<file path="src/rtl/lap_pkg.sv">
// lap_pkg: types and constants shared by the lap recall block.
//   DEPTH_DEFAULT - default number of stored laps
//   digit_t       - one BCD digit (not range-checked; stored verbatim)
//   lap_entry_t   - one stored lap, dig3 most significant
//   state_t       - display/recall state machine encoding
package lap_pkg;

  localparam int DEPTH_DEFAULT = 8;

  typedef logic [3:0] digit_t;

  typedef struct packed {
    digit_t dig3;
    digit_t dig2;
    digit_t dig1;
    digit_t dig0;
  } lap_entry_t;

  typedef enum logic {
    IDLE   = 1'b0,
    RECALL = 1'b1
  } state_t;

endpackage

</file>
<file path="src/rtl/lap_mem.sv">
// lap_mem: DEPTH x 16-bit lap register file.
//   clk   - clock
//   we    - write enable, writes wdata at waddr on the rising edge
//   waddr - write slot
//   wdata - lap entry to store
//   raddr - read slot
//   rdata - combinational read of raddr
// Contents are not reset; the owner masks stale slots with its lap count.
module lap_mem
  import lap_pkg::*;
#(
  parameter int DEPTH = DEPTH_DEFAULT,
  localparam int PTR_W = $clog2(DEPTH)
) (
  input  logic             clk,
  input  logic             we,
  input  logic [PTR_W-1:0] waddr,
  input  lap_entry_t       wdata,
  input  logic [PTR_W-1:0] raddr,
  output lap_entry_t       rdata
);

  lap_entry_t mem [DEPTH];

  always_ff @(posedge clk) begin
    if (we) begin
      mem[waddr] <= wdata;
    end
  end

  assign rdata = mem[raddr];

endmodule

</file>
<file path="src/rtl/lap_recall.sv">
// lap_recall: stopwatch lap store with recall of older laps.
//   clk           - clock, rising edge
//   rst           - asynchronous reset, active low
//   clr           - synchronous clear of all stored laps
//   lap_store     - pulse: store {d3,d2,d1,d0} as the newest lap
//   d0..d3        - running time digits, d0 least significant
//   recall_next   - pulse: enter recall, or step to the next-older lap
//   recall_exit   - pulse: leave recall
//   d4..d7        - displayed lap digits, d4 least significant
//   lap_idx       - age of displayed lap, 0 = newest
//   lap_cnt       - number of valid laps, 0..DEPTH
//   recall_active - high while recalling
// Same-cycle priority: lap_store > clr > recall_exit > recall_next.
// All outputs are registered: an event at edge N shows after edge N.
module lap_recall
  import lap_pkg::*;
#(
  parameter int DEPTH = DEPTH_DEFAULT,
  localparam int PTR_W = $clog2(DEPTH),
  localparam int CNT_W = PTR_W + 1
) (
  input  logic             clk,
  input  logic             rst,
  input  logic             clr,
  input  logic             lap_store,
  input  logic [3:0]       d0,
  input  logic [3:0]       d1,
  input  logic [3:0]       d2,
  input  logic [3:0]       d3,
  input  logic             recall_next,
  input  logic             recall_exit,
  output logic [3:0]       d4,
  output logic [3:0]       d5,
  output logic [3:0]       d6,
  output logic [3:0]       d7,
  output logic [PTR_W-1:0] lap_idx,
  output logic [CNT_W-1:0] lap_cnt,
  output logic             recall_active
);

  localparam logic [PTR_W-1:0] ONE_PTR   = PTR_W'(1);
  localparam logic [CNT_W-1:0] ONE_CNT   = CNT_W'(1);
  localparam logic [CNT_W-1:0] DEPTH_CNT = CNT_W'(DEPTH);

  state_t           state;
  logic [PTR_W-1:0] wr_ptr;
  lap_entry_t       disp;

  lap_entry_t       wr_entry;
  logic [PTR_W-1:0] wr_addr;
  logic [PTR_W-1:0] rd_idx;
  logic [PTR_W-1:0] rd_addr;
  lap_entry_t       rd_data;

  assign wr_entry = '{dig3: d3, dig2: d2, dig1: d1, dig0: d0};
  // A store that coincides with clr lands in slot 0 of the emptied buffer.
  assign wr_addr  = clr ? '0 : wr_ptr;

  // Index of the lap to display after this edge when no store or clear
  // happens. The buffer is not written in that case, so reading it now
  // gives exactly what the display must hold next cycle.
  always_comb begin
    rd_idx = '0;
    if (state == RECALL && !clr && !recall_exit) begin
      if (recall_next) begin
        rd_idx = ({1'b0, lap_idx} == lap_cnt - ONE_CNT) ? '0 : lap_idx + ONE_PTR;
      end else begin
        rd_idx = lap_idx;
      end
    end
  end

  // Slot of age rd_idx; modulo arithmetic is free since DEPTH is a power of two.
  assign rd_addr = wr_ptr - ONE_PTR - rd_idx;

  lap_mem #(.DEPTH(DEPTH)) u_mem (
    .clk   (clk),
    .we    (lap_store),
    .waddr (wr_addr),
    .wdata (wr_entry),
    .raddr (rd_addr),
    .rdata (rd_data)
  );

  always_ff @(posedge clk or negedge rst) begin
    if (!rst) begin
      state         <= IDLE;
      recall_active <= 1'b0;
      wr_ptr        <= '0;
      lap_cnt       <= '0;
      lap_idx       <= '0;
      disp          <= '0;
    end else if (lap_store) begin
      state         <= IDLE;
      recall_active <= 1'b0;
      lap_idx       <= '0;
      disp          <= wr_entry;
      if (clr) begin
        wr_ptr  <= ONE_PTR;
        lap_cnt <= ONE_CNT;
      end else begin
        wr_ptr <= wr_ptr + ONE_PTR;
        if (lap_cnt != DEPTH_CNT) begin
          lap_cnt <= lap_cnt + ONE_CNT;
        end
      end
    end else if (clr) begin
      state         <= IDLE;
      recall_active <= 1'b0;
      wr_ptr        <= '0;
      lap_cnt       <= '0;
      lap_idx       <= '0;
      disp          <= '0;
    end else begin
      case (state)
        IDLE: begin
          if (recall_next && lap_cnt != '0) begin
            state         <= RECALL;
            recall_active <= 1'b1;
          end
        end
        RECALL: begin
          if (recall_exit) begin
            state         <= IDLE;
            recall_active <= 1'b0;
          end
        end
        default: begin
          state         <= IDLE;
          recall_active <= 1'b0;
        end
      endcase
      lap_idx <= rd_idx;
      disp    <= (lap_cnt == '0) ? '0 : rd_data;
    end
  end

  assign d4 = disp.dig0;
  assign d5 = disp.dig1;
  assign d6 = disp.dig2;
  assign d7 = disp.dig3;

endmodule

</file>
<file path="config.mk">
export PLATFORM = sky130hd
export DESIGN_NAME = lap_recall
export DESIGN_NICKNAME = d
export VERILOG_FILES = /design/src/rtl/lap_pkg.sv /design/src/rtl/lap_mem.sv /design/src/rtl/lap_recall.sv
export SDC_FILE = /design/constraint.sdc
export NUM_CORES = 1
export LEC_CHECK = 0
export CAP_MARGIN = 20
export CORE_MARGIN = 3
export CORE_UTILIZATION = 30
export CTS_CLUSTER_SIZE = 12
export DETAILED_ROUTE_END_ITERATION = 10
export PLACE_DENSITY = 0.42
export RECOVER_POWER = 25
export SLEW_MARGIN = 40
export SYNTH_ARGS = -nofsm -noshare
export SYNTH_HDL_FRONTEND = slang
export SYNTH_SLANG_ARGS = --single-unit
</file>
<file path="constraint.sdc">
create_clock -name clk -period 4.6 [get_ports clk]
set_input_delay 0.46 -clock clk [delete_from_list [all_inputs] [get_ports clk]]
set_output_delay 0.46 -clock clk [all_outputs]
set_load 0.02 [all_outputs]
</file>
==> Yosys cells after proc, flatten, opt, wreduce, memory -nomap -nowiden <==
Memory sizes are Yosys's and may differ from the RTL's.
Cells that the tools add are included.
{ "totals": {"romBits": 0, "register_bits": 28, "in_bits": 22, "n_memories": 1, "ram_bits": 128, "latch_bits": 0, "out_inout_bits": 24} }
{ "op_classes": {"n_reduce_logical": 11, "eq_ne": 4, "mux": 27, "n_lt_le_gt_ge": 0, "n_div": 0, "bitwise_logic": 1, "add_sub_neg": 6, "multipliers": 0, "shift": 0} }
{ "memory_table": {"columns": ["name", "depth", "word_bits", "rd", "rd_clocked_by_memory_dff", "write_ports", "line", "rtl"], "rows": [
  ["u_mem.mem", 8, 16, 1, 0, 1, "lap_mem.sv:23", "lap_entry_t mem [DEPTH];"]
]} }
{ "op_table": {"columns": ["operator", "n"], "rows": [
  ["16-bit 2-to-1 mux", 3],
  ["3-bit 2-to-1 mux", 8],
  ["4-bit 2-to-1 mux", 4],
  ["4-bit != test, second input constant", 3],
  ["1-bit 2-to-1 mux", 10],
  ["3-bit by 1-bit adder with 3-bit output, second input constant", 2],
  ["4-bit by 1-bit adder with 4-bit output, second input constant", 1],
  ["3-bit by 4-bit == test with 1-bit output", 1],
  ["4-bit zero test", 1],
  ["1-bit case mux with 2 select lines", 2],
  ["2-bit AND reduction", 2],
  ["2-bit nonzero test", 2],
  ["4-bit nonzero test", 1],
  ["4-bit by 1-bit subtractor with 4-bit output, second input constant", 1],
  ["1-bit logical AND", 3],
  ["3-bit by 1-bit subtractor with 3-bit output, second input constant", 1],
  ["3-bit subtractor", 1],
  ["1-bit zero test", 2],
  ["1-bit NOT", 1]
]} }

==> Longest topological paths before layout <==
Gate-level depths: netlist of the first run.
An unclocked memory read counts as a cell.
{ "depth": {"depth_word": 10, "ltp_mapped": 17} }

==> By module <==
A second synthesis of the first run with hierarchy kept.
{ "unflattened": {"cells_unflattened": 315, "hier_area_um2": 6318.6} }
{ "by_module_without_submodules": {"columns": ["mod", "area_per_inst_um2", "cells_each", "instances", "seq_area_each_um2"], "rows": [
  ["lap_mem", 4973.5, 198, 1, 3843.7],
  ["lap_recall", 1345.0, 117, 1, 700.7]
]} }

==> Least setup slack after synthesis of the first run <==
Ideal clock, no wire load.
{ "synth_path": {"kind": "flip-flop to flip-flop", "from": "register lap_cnt[0]", "to": "register disp, in the netlist d5[1]", "path_buffers": 3, "setup_ps": 132, "stages_incl_launch_ff": 18, "synth_period_minus_slack_ps": 3786, "t_required_ps": 4468, "t_arrival_ps": 3654, "setup_slack_ps": 814, "cell_sequence": "dfrtp_1 > buf_2 > inv_1 > ha_1 > xor2_1 > and4_4 > nand2_1 > nand2_1 > or2_1 > ha_1 > fa_1 > xor2_1 > o211ai_2 > mux2i_2 > or2_1 > buf_6 > buf_8 > o211ai_2"} }
{ "synth_via": {"elab_chain_cells": 10, "word_cells_on_any_way": 11, "cone_classes": "add/sub (2); eq/ne (1); mux (6); reduce/logical (1); memory (1)"} }
{ "synth_lines": {"columns": ["item", "line", "rtl"], "rows": [
  ["from (decl)", "lap_recall.sv:37", "output logic [CNT_W-1:0] lap_cnt,"],
  ["from (signal assigned)", "lap_recall.sv:104", "lap_cnt <= lap_cnt + ONE_CNT;"],
  ["4-bit by 1-bit subtractor with 4-bit output", "lap_recall.sv:66", "rd_idx = ({1'b0, lap_idx} == lap_cnt - ONE_CNT) ? '0 : lap_idx + ONE_PTR;"],
  ["3-bit by 4-bit == test with 1-bit output", "lap_recall.sv:66", null],
  ["3-bit 2-to-1 mux", "lap_recall.sv:66", null],
  ["3-bit 2-to-1 mux", "lap_recall.sv:65", "if (recall_next) begin"],
  ["3-bit 2-to-1 mux", "lap_recall.sv:64", "if (state == RECALL && !clr && !recall_exit) begin"],
  ["3-bit subtractor", "lap_recall.sv:74", "assign rd_addr = wr_ptr - ONE_PTR - rd_idx;"],
  ["memory read 8 x 16 bit", null, null],
  ["16-bit 2-to-1 mux (*)", "lap_recall.sv:134", "disp <= (lap_cnt == '0) ? '0 : rd_data;"],
  ["16-bit 2-to-1 mux (*)", "lap_recall.sv:107", "end else if (clr) begin"],
  ["16-bit 2-to-1 mux (*)", "lap_recall.sv:93", "end else if (lap_store) begin"],
  ["to (signal assigned)", "lap_recall.sv:97", "disp <= wr_entry;"],
  ["to (signal assigned)", "lap_recall.sv:134", null],
  ["to (decl)", "lap_recall.sv:47", "lap_entry_t disp;"]
]} }
Mark *: on every way between the ends. The rest lies on a longest branch, timed or not.
A chain may end at the register's enable or synchronous reset.

==> Worst setup path after layout of the first run <==
{ "layout_path": {"from": "register lap_cnt[0]", "to": "register disp, in the netlist d7[0]"} }
The elaborated chain is that of the path after synthesis.

==> results of run 1 <==
## worst register-to-register path, cell delays in order (launching register included)
cell and delay (ns):
dfrtp_1 0.54, inv_1 0.08, ha_1 0.33, xor2_1 0.15
and4_4 0.20, nand2_1 0.06, nand2_1 0.10, or2_1 0.27
ha_2 0.18, fa_1 0.44, xor2_1 0.36, o211ai_2 0.20
mux2i_2 0.23, buf_4 0.24, or2_1 0.15, buf_4 0.21
o211ai_2 0.11
## cell type report
cell class	count	area, um2	area share, %
flip-flops and latches	156	4544	58.55
multi-input cells	175	1729	22.28
repair buffers	65	609.3	7.851
clock buffers	18	429.2	5.530
well taps	270	337.8	4.353
clock inverters	14	100.1	1.290
inverters	3	11.26	0.1451
## sequential cells by signal (all words and copies together), names as in the netlist, 3 cells and up
name,count
d6,4
d4,4
d7,4
lap_idx,3
wr_ptr,3
lap_cnt,4
u_mem.mem,128
d5,4
## placed cells by master, fill, tap and decap left out, types with 6 or more instances in the layout
cell type        synthesis  routed
nand2_1                 41      41
o211ai_2                11      11
clkdlybuf4s50_1          0      36
nor2_1                  10      10
mux4_2                  32      32
dfrtp_1                 28      28
clkinv_2                 0       6
xor2_1                   6       6
buf_4                    1      18
clkinv_4                 0       7
dlygate4sd3_1            0       9
clkbuf_16                0      17
edfxtp_1               128     128
o211ai_1                22      22
## power by group through the flow
stage	Combinational (mW)	Sequential, mW	Clock, mW
global route	0.550	1.62	1.35
CTS	0.522	1.61	1.29
floorplan	0.310	1.66	0
detailed placement	0.520	1.64	0
finish	0.504	1.61	1.25
global placement	0.519	1.64	0
## path summary, 6_finish.rpt
path                                from             to  slack (ns)  cells after the start
min                        recall_active  recall_active        0.58                      2
max                           lap_cnt[0]          d7[0]        0.62                     16
min in group asynchronous            rst     lap_cnt[2]        1.06                      2
max reg2reg                   lap_cnt[0]          d7[0]        0.62                     16
max in group asynchronous            rst          d5[1]        2.48                      2
min reg2reg                recall_active  recall_active        0.58                      2
## stage by stage
stage	setup slack (ns)	cell area (um2)
floorplan	0.8140	6397
global placement	0.7152	7236
detailed placement	0.6239	7236
CTS	0.5891	7765
global route	0.3765	7761
finish	0.6166	7761
## per-layer routing
layer  GRT usage (%)  wire, um
met1           16.55      6438
met2           21.89      7452
met3           3.726       478
met4           3.510       165
met5               0         0
## logic make-up (layout without fill, tap and decap cells)
family | Yosys count | after routing
simple gates | 81 | 81
buf+inv | 26 | 100
flops | 156 | 156
xor+xnor | 10 | 10
compound gates | 43 | 43
fa+ha+maj | 6 | 6
mux | 35 | 35
==> results.txt, run 1 <==
EDFF count, synth - 128
Largest family of logic cells by synthesized area - multiplexers
CTS Buffer Depth - 2
Final nets - 446
Slew @ Worst Pin - 1.811 ns
Cells after Synth - 357
Clock root cell - clkbuf_16
Status - complete, but fails checks
Via density - 4.750
Post-synthesis register bit count - 156
Post-Synth Simple-Gate Area - 6.200%
WS Path Type - flop to flop
Post-Synth Adder-Cell Area - 1.291%
# resized after CTS - 0
First-pass GRT wire length - 22430 um
Routed len/inst - 20.73 um
Pins Over Slew Limit - 29
XOR/XNOR Fraction of Synth Area - 1.584%
DP Wirelength - 8487 um
Net Sw Power - 0.8662 mW
Cell internal pwr - 2.502 mW
Clock buffer count from CTS - 17
Worst-skew pair later-pin latency - 0.42 ns
Largest net degree at the start of global routing - 34
WL final - 14540 um
Cell Area, Synth - 6397 um2
PwrDens - 433.9 nW/um2
Flop pwr share - 47.8%
Area leader, netlist - edfxtp_1
Share of layout cells above drive strength 1 - 23.90%
RSZ-0062 raised after global routing - false
Post-route ant nets - 0
1st-pass router iterations - 4
GP Congestion - 0.7043
Count of buffer and inverter cells on the critical path - 3
Arrival @ worst endpoint - 4.28 ns
HP Class - flop to flop
Ys flop type - edfxtp_1
Final Hold Fails - 0
Worst Setup End Kind - flop
Share of the synthesized area in the top cell type - 60.08%
Buffers added on ports - 45
Leak Pwr - 2.629 nW
Drt initial violations - 164
Fraction of registers with async set or reset after synthesis - 17.95%
Delay-heaviest family, CP - adder cells
FILL cells - 1966
Antenna violations before repair - 0
Tmin final - 3.983 ns
Post-synthesis mux area share - 11.79%
Switching portion of total power - 25.72%
Final setup viols - 0
Rows - 52
Vias - 3330
Worst Setup Start Kind - flop
CTS tree - yes
WHS - 0.5821 ns
Final period util - 86.60%
Max Clock Skew - 0.007717 ns
Post-CTS Setup Bufs - 0
I/O pin count - 46
Core area - 20560 um2
Crit path max fanout - 11
Antenna fix cells - 0
Die width - 152.0 um
F_max - 251.0 MHz
Die height - 152.0 um
Yosys warns - 0
Required @ worst endpoint - 4.90 ns
Clock Sinks - 156
Initial Utilization - 31.12%
Area contributors post-synth - edfxtp_1, mux4_2, dfrtp_1
Sequential fraction of the synthesis area - 71.03%
Syn_nets - 385
Syn avg cell area - 17.92 um2
Placed Cells - 669
Failing checks - capacitance limit, slew limit
Compound-cell area share of the yosys netlist - 5.965%
Slowest stage delay, CP - 0.54 ns
Max rail drop VDD - 246.2 uV
Final design utilization - 37.75%
Power Total - 3.368 mW
Slowest CP cell - dfrtp_1
Die area - 23110 um2
H-tree levels - 4
Grt total ovfl - 0
Crit path cell chain - inv_1 -> ha_1 -> xor2_1 -> and4_4 -> nand2_1 -> nand2_1 -> or2_1 -> ha_2 -> fa_1 -> xor2_1 -> o211ai_2 -> mux2i_2 -> buf_4 -> or2_1 -> buf_4 -> o211ai_2
Tot GR Track Use - 13.00%
Commonest cells in the synthesized netlist - edfxtp_1, nand2_1, mux4_2, dfrtp_1, o211ai_1
CTS Hold Bufs - 0
Number of global-route vias before repair - 3597
Combinational power share - 15.0%
Max cap viols - 1
Layout area overhead - 21.32%
Count of cell types in the netlist - 41
Most frequent cell after synthesis - edfxtp_1
Setup TNS - 0 ns
Drc violations - 0
Final Instance Count excl. Fillers - 701
Clock power share - 37.2%
Worst-path clk slew - 0.06 ns
Slew HR - -20.71%
Note: power is estimated with default switching activity, not from simulation.
==> inputs of run 2 (changes only) <==
--- a/config.mk
+++ b/config.mk
@@ -10,9 +10,12 @@
 export CORE_UTILIZATION = 30
 export CTS_CLUSTER_SIZE = 12
 export DETAILED_ROUTE_END_ITERATION = 10
+export GPL_TIMING_DRIVEN = 0
+export MAX_ROUTING_LAYER = met4
 export PLACE_DENSITY = 0.42
 export RECOVER_POWER = 25
 export SLEW_MARGIN = 40
 export SYNTH_ARGS = -nofsm -noshare
 export SYNTH_HDL_FRONTEND = slang
 export SYNTH_SLANG_ARGS = --single-unit
+export TNS_END_PERCENT = 10
==> run 2 against run 1 <==
- sequential share of layout area fell by 1.6 points
- clock power rose by 11%
- worst hold slack got worse by 0.12 ns
- non-clock buffer count rose by 13
- total power rose by 4.9%
- die area did not move
- setup slack got worse by 0.31 ns
- clock skew barely moved
- first-iteration DRC count rose by 7.9%
- sequential power barely moved
- the run now ends clean
- final cell count rose by 1.9%
- clock-buffer cell count did not move
==> results.txt, run 2 (same netlist as run 1, synthesis figures left out) <==
Status - complete, no violations
Max Clock Skew - 0.007638 ns
Tot GR Track Use - 13.93%
Initial Utilization - 31.12%
R2R Path Start - lap_cnt[0]
Layout area overhead - 24.76%
Delay-heaviest family, CP - adder cells
Clock root cell - clkbuf_16
GP Congestion - 0.6972
I/O pin count - 46
Max FFs per register - 128
CTS Buffer Depth - 2
Die area - 23110 um2
Most frequent cells in the layout - edfxtp_1, nand2_1, mux4_2
Final setup viols - 0
Slowest stage delay, CP - 0.54 ns
Slew HR - 44.62%
Setup TNS - 0 ns
RSZ-0062 raised after global routing - false
Crit path max fanout - 10
Final period util - 93.36%
Met2 GRT Util - 22.18%
Final Hold Fails - 0
Slew @ Worst Pin - 0.8243 ns
Antenna violations before repair - 0
H-tree levels - 4
Grt total ovfl - 0
Die height - 152.0 um
Largest net degree at the start of global routing - 19
Post-route ant nets - 0
WL final - 15010 um
Pins Over Slew Limit - 0
Vias - 3387
Share of layout cells above drive strength 1 - 25.45%
Worst-skew pair later-pin latency - 0.41 ns
Most flops, register - u_mem.mem
Depth of the worst hold-timing path - 3
Area after DPL - 7373 um2
Core area - 20560 um2
RR Endpoint - d5[2]
Antenna fix cells - 0
Count of buffer and inverter cells on the critical path - 3
Arrival @ worst endpoint - 4.63 ns
Max rail drop VDD - 220.0 uV
GR Layer Usage met3 - 2.673%
DP Wirelength - 9897 um
Crit. Startpoint - lap_cnt[0]
Leak Pwr - 2.693 nW
Tmin final - 4.295 ns
1st-pass router iterations - 4
Clock buffer count from CTS - 17
Routed len/inst - 21.02 um
Fin area - 7981 um2
Most Used Layer, Global Route - met2
Commonest non-fill, non-tap cell in the layout - edfxtp_1
WHS Endpoint - state
Drc violations - 0
WS Path Type - flop to flop
Drt initial violations - 177
Worst Hold Launch - recall_next
Number of global-route vias before repair - 3620
F_max - 232.9 MHz
Worst-case reg-to-reg path depth - 16
Die width - 152.0 um
Clock Sinks - 156
Flop-to-flop setup slack - 0.31 ns
First-pass GRT wire length - 23080 um
Required @ worst endpoint - 4.93 ns
PwrDens - 442.8 nW/um2
Met1 Resource Use GR - 18.14%
Worst-path clk slew - 0.06 ns
Rows - 52
Via density - 4.744
CTS tree - yes
HP Class - input port to flop
Max cap viols - 0
Buffers added on ports - 43
Worst Setup Start Kind - flop
Final nets - 459
Slowest CP cell - mux2i_2
Crit path cell chain - buf_2 -> inv_1 -> ha_1 -> xor2_1 -> and4_4 -> nand2_1 -> nand2_1 -> or2_1 -> ha_1 -> fa_1 -> xor2_1 -> o211ai_2 -> mux2i_2 -> buf_2 -> o211ai_1 -> o211ai_2
Worst Setup End Kind - flop
[run 2: power breakdown]
group          internal, mW  switching [mW]  leakage (nW)
Combinational         0.241           0.304         0.890
Sequential             1.58          0.0204          1.52
Clock                 0.809           0.577         0.278
Total                  2.63           0.901          2.69
[run 2: worst max path at each step]
stage,cells after the start,to
floorplan,17,d5[1]
global placement,4,u_mem.mem[2][9]
detailed placement,16,d6[0]
CTS,16,d5[2]
global route,16,d6[0]
finish,16,d5[2]
[run 2: layout make-up]
type / instances / area [um2]
Buffer: 23 / 127.6
Clock buffer: 18 / 429.2
Clock inverter: 14 / 157.7
Fill cell: 1953 / 12580
Inverter: 3 / 11.26
Multi-Input combinational cell: 175 / 1768
Sequential cell: 156 / 4544
Tap cell: 270 / 337.8
Timing Repair Buffer: 55 / 605.6
[run 2: per-stage QoR]
stage | cells | hold WS (ns) | utilization [%] | power, mW | worst slack [ns]
2_1_floorplan | 357 | 0.1644 | - | 1.966 | 0.8140
3_3_place_gp | 670 | 0.5788 | 34.85 | 2.170 | 0.1045
3_5_place_dp | 680 | 0.3729 | 35.86 | 2.186 | 0.3327
4_1_cts | 713 | 0.4512 | 38.77 | 3.582 | 0.2720
5_1_grt | 714 | 0.4883 | 38.82 | 3.686 | 0.05375
6_report | 714 | 0.4612 | 38.82 | 3.534 | 0.3055
[run 2: worst reg2reg max path, delay by kind of cell (launching register included)]
family          cells  cell delay (ns)
fa+ha+maj           3             0.97
buf+inv             3             0.68
simple gates        4             0.63
mux                 1             0.54
compound gates      3             0.53
xor+xnor            2             0.51
flops               1             0.37
[run 2: repair_timing]
item                                   CTS  global route
hold buffers                             1             0
setup buffers                            0             0
resized for setup                        0             0
endpoints found under the hold margin   10             0
[run 2: routing by layer]
metal | up-vias | part of all wire (%)
li1 | 1559 | -
met1 | 1764 | 46
met2 | 54 | 50
met3 | 10 | 3.2
met4 | 0 | 1.1
met5 | - | 0
==> inputs of run 3 (changes only) <==
--- a/config.mk
+++ b/config.mk
@@ -14,7 +14,7 @@
 export MAX_ROUTING_LAYER = met4
 export PLACE_DENSITY = 0.42
 export RECOVER_POWER = 25
-export SLEW_MARGIN = 40
+export SLEW_MARGIN = 0
 export SYNTH_ARGS = -nofsm -noshare
 export SYNTH_HDL_FRONTEND = slang
 export SYNTH_SLANG_ARGS = --single-unit
==> run 3 against run 2 <==
- the flow now finishes with violations (capacitance limit, slew limit)
- critical path depth stayed put
- sequential share of layout area is 0.93 points higher
- routed wire length is 0.15% lower
- largest cell class unchanged
- largest power group unchanged
- non-clock buffer count is 4 lower
- final cell count is 0.56% lower
==> results.txt, run 3 (same netlist as run 1, synthesis figures left out) <==
I/O pin count - 46
Die height - 152.0 um
Final setup viols - 0
Multi-input logic area - 1737 um2
Max FFs per register - 128
Worst Hold Launch - recall_next
Antenna violations before repair - 0
Clock Sinks - 156
Arrival @ worst endpoint - 4.65 ns
Tmin final - 4.317 ns
Vias - 3409
Number of global-route vias before repair - 3750
H-tree levels - 4
Most flops, register - u_mem.mem
CTS tree - yes
CTS Buffer Depth - 2
Max rail drop VDD - 212.9 uV
HP Class - input port to flop
Worst-skew pair later-pin latency - 0.42 ns
CTS Hold Bufs - 0
Worst-case reg-to-reg path depth - 16
Failing checks - capacitance limit, slew limit
Required @ worst endpoint - 4.94 ns
Buffers added on ports - 43
Seq. cell area - 4544 um2
Final period util - 93.85%
Share of layout cells above drive strength 1 - 24.32%
M1 wire length - 6804 um
Clock buffer count from CTS - 17
# resized after CTS - 0
Worst Setup Start Kind - flop
WL final - 14990 um
Drc violations - 0
Crit path cell chain - buf_2 -> inv_1 -> ha_1 -> xor2_1 -> and4_4 -> nand2_1 -> nand2_1 -> or2_1 -> ha_1 -> fa_1 -> xor2_1 -> o211ai_2 -> mux2i_2 -> buf_2 -> o211ai_1 -> o211ai_2
Routed len/inst - 21.11 um
Leak Pwr - 2.638 nW
Max Clock Skew - 0.007260 ns
First-pass GRT wire length - 23330 um
Max cap viols - 1
Layout area overhead - 22.75%
Final Instance Count excl. Fillers - 710
DP Wirelength - 9818 um
Post-route ant nets - 0
Via density - 4.801
Largest net degree at the start of global routing - 29
Worst-path clk slew - 0.06 ns
PwrDens - 437.2 nW/um2
Status - complete, but fails checks
Placed Cells - 678
Antenna fix cells - 0
Slew HR - -23.66%
Die width - 152.0 um
Max Used Layer - met4
FILL cells - 1972
Flop-to-flop setup slack - 0.28 ns
Routed length on met3 - 474 um
Slew @ Worst Pin - 1.855 ns
RR Endpoint - d5[2]
Final Hold Fails - 0
Post-CTS Setup Bufs - 0
Initial Utilization - 31.12%
Worst Setup End Kind - flop
Final nets - 455
Core area - 20560 um2
Crit path max fanout - 10
Tot GR Track Use - 14.00%
Depth of the worst hold-timing path - 3
F_max - 231.6 MHz
Routed wl met2 - 7540 um
Die area - 23110 um2
WS Path Type - flop to flop
R2R Path Start - lap_cnt[0]
Most frequent cells in the layout - edfxtp_1, nand2_1, clkdlybuf4s50_1
Slowest stage delay, CP - 0.53 ns
Commonest non-fill, non-tap cell in the layout - edfxtp_1
Pins Over Slew Limit - 29
Drt initial violations - 161
WHS Endpoint - state
Setup TNS - 0 ns
GP Congestion - 0.6972
Grt total ovfl - 0
Clock root cell - clkbuf_16
RSZ-0062 raised after global routing - false
Slowest CP cell - mux2i_2
1st-pass router iterations - 7
Rows - 52
-- run 3: area by class of cell --
cell class,count,area share (%)
buffer,23,1.593
clock buffer,19,5.641
clock inverter,13,1.338
inverter,3,0.1434
multi-input combinational,175,22.12
sequential,156,57.87
tap,270,4.302
timing repair buffer,51,6.995
-- run 3: where the power goes --
| part | switching [mW] | total, mW | internal (mW) |
|---|---|---|---|
| logic | 0.298 | 0.530 | 0.232 |
| registers | 0.0200 | 1.60 | 1.58 |
| clock network | 0.583 | 1.30 | 0.716 |
-- run 3: how the worst max path moves through the flow --
stage                           from               to  slack [ns]
after floorplan           lap_cnt[0]            d5[1]        0.81
after global placement     lap_store  u_mem.mem[2][9]        0.10
after detailed placement  lap_cnt[0]            d6[0]        0.31
after CTS                 lap_cnt[0]            d5[2]        0.26
after global routing      lap_cnt[0]            d6[0]        0.03
final                     lap_cnt[0]            d5[2]        0.28
-- run 3: worst max-delay path: cells and delay by family, from the launching register on --
kind / cells / cell delay [ns]
and+or+nand+nor: 4 / 0.64
xor gates and xnor gates: 2 / 0.51
muxes: 1 / 0.53
buffers and inverters: 3 / 0.65
AOI/OAI and AO/OA: 3 / 0.52
DFF: 1 / 0.37
adders and majority gates: 3 / 0.98
-- run 3: routing by layer --
layer  track usage [%]  up-vias
met5                 -        -
met4             4.024        0
met3             3.754       13
met2             22.42       59
met1             17.65     1792
li1                  -     1545
-- run 3: metrics by stage --
step,total power [mW],util (%),hold slack [ns],cell area [um2],setup slack (ns)
finish,3.433,38.19,0.4387,7853,0.2829
global placement,2.170,34.85,0.5788,7166,0.1045
global route,3.585,38.19,0.4844,7853,0.02926
CTS,3.488,38.20,0.1284,7854,0.2565
floorplan,1.966,-,0.1644,6397,0.8140
detailed placement,2.179,35.53,0.5682,7306,0.3110
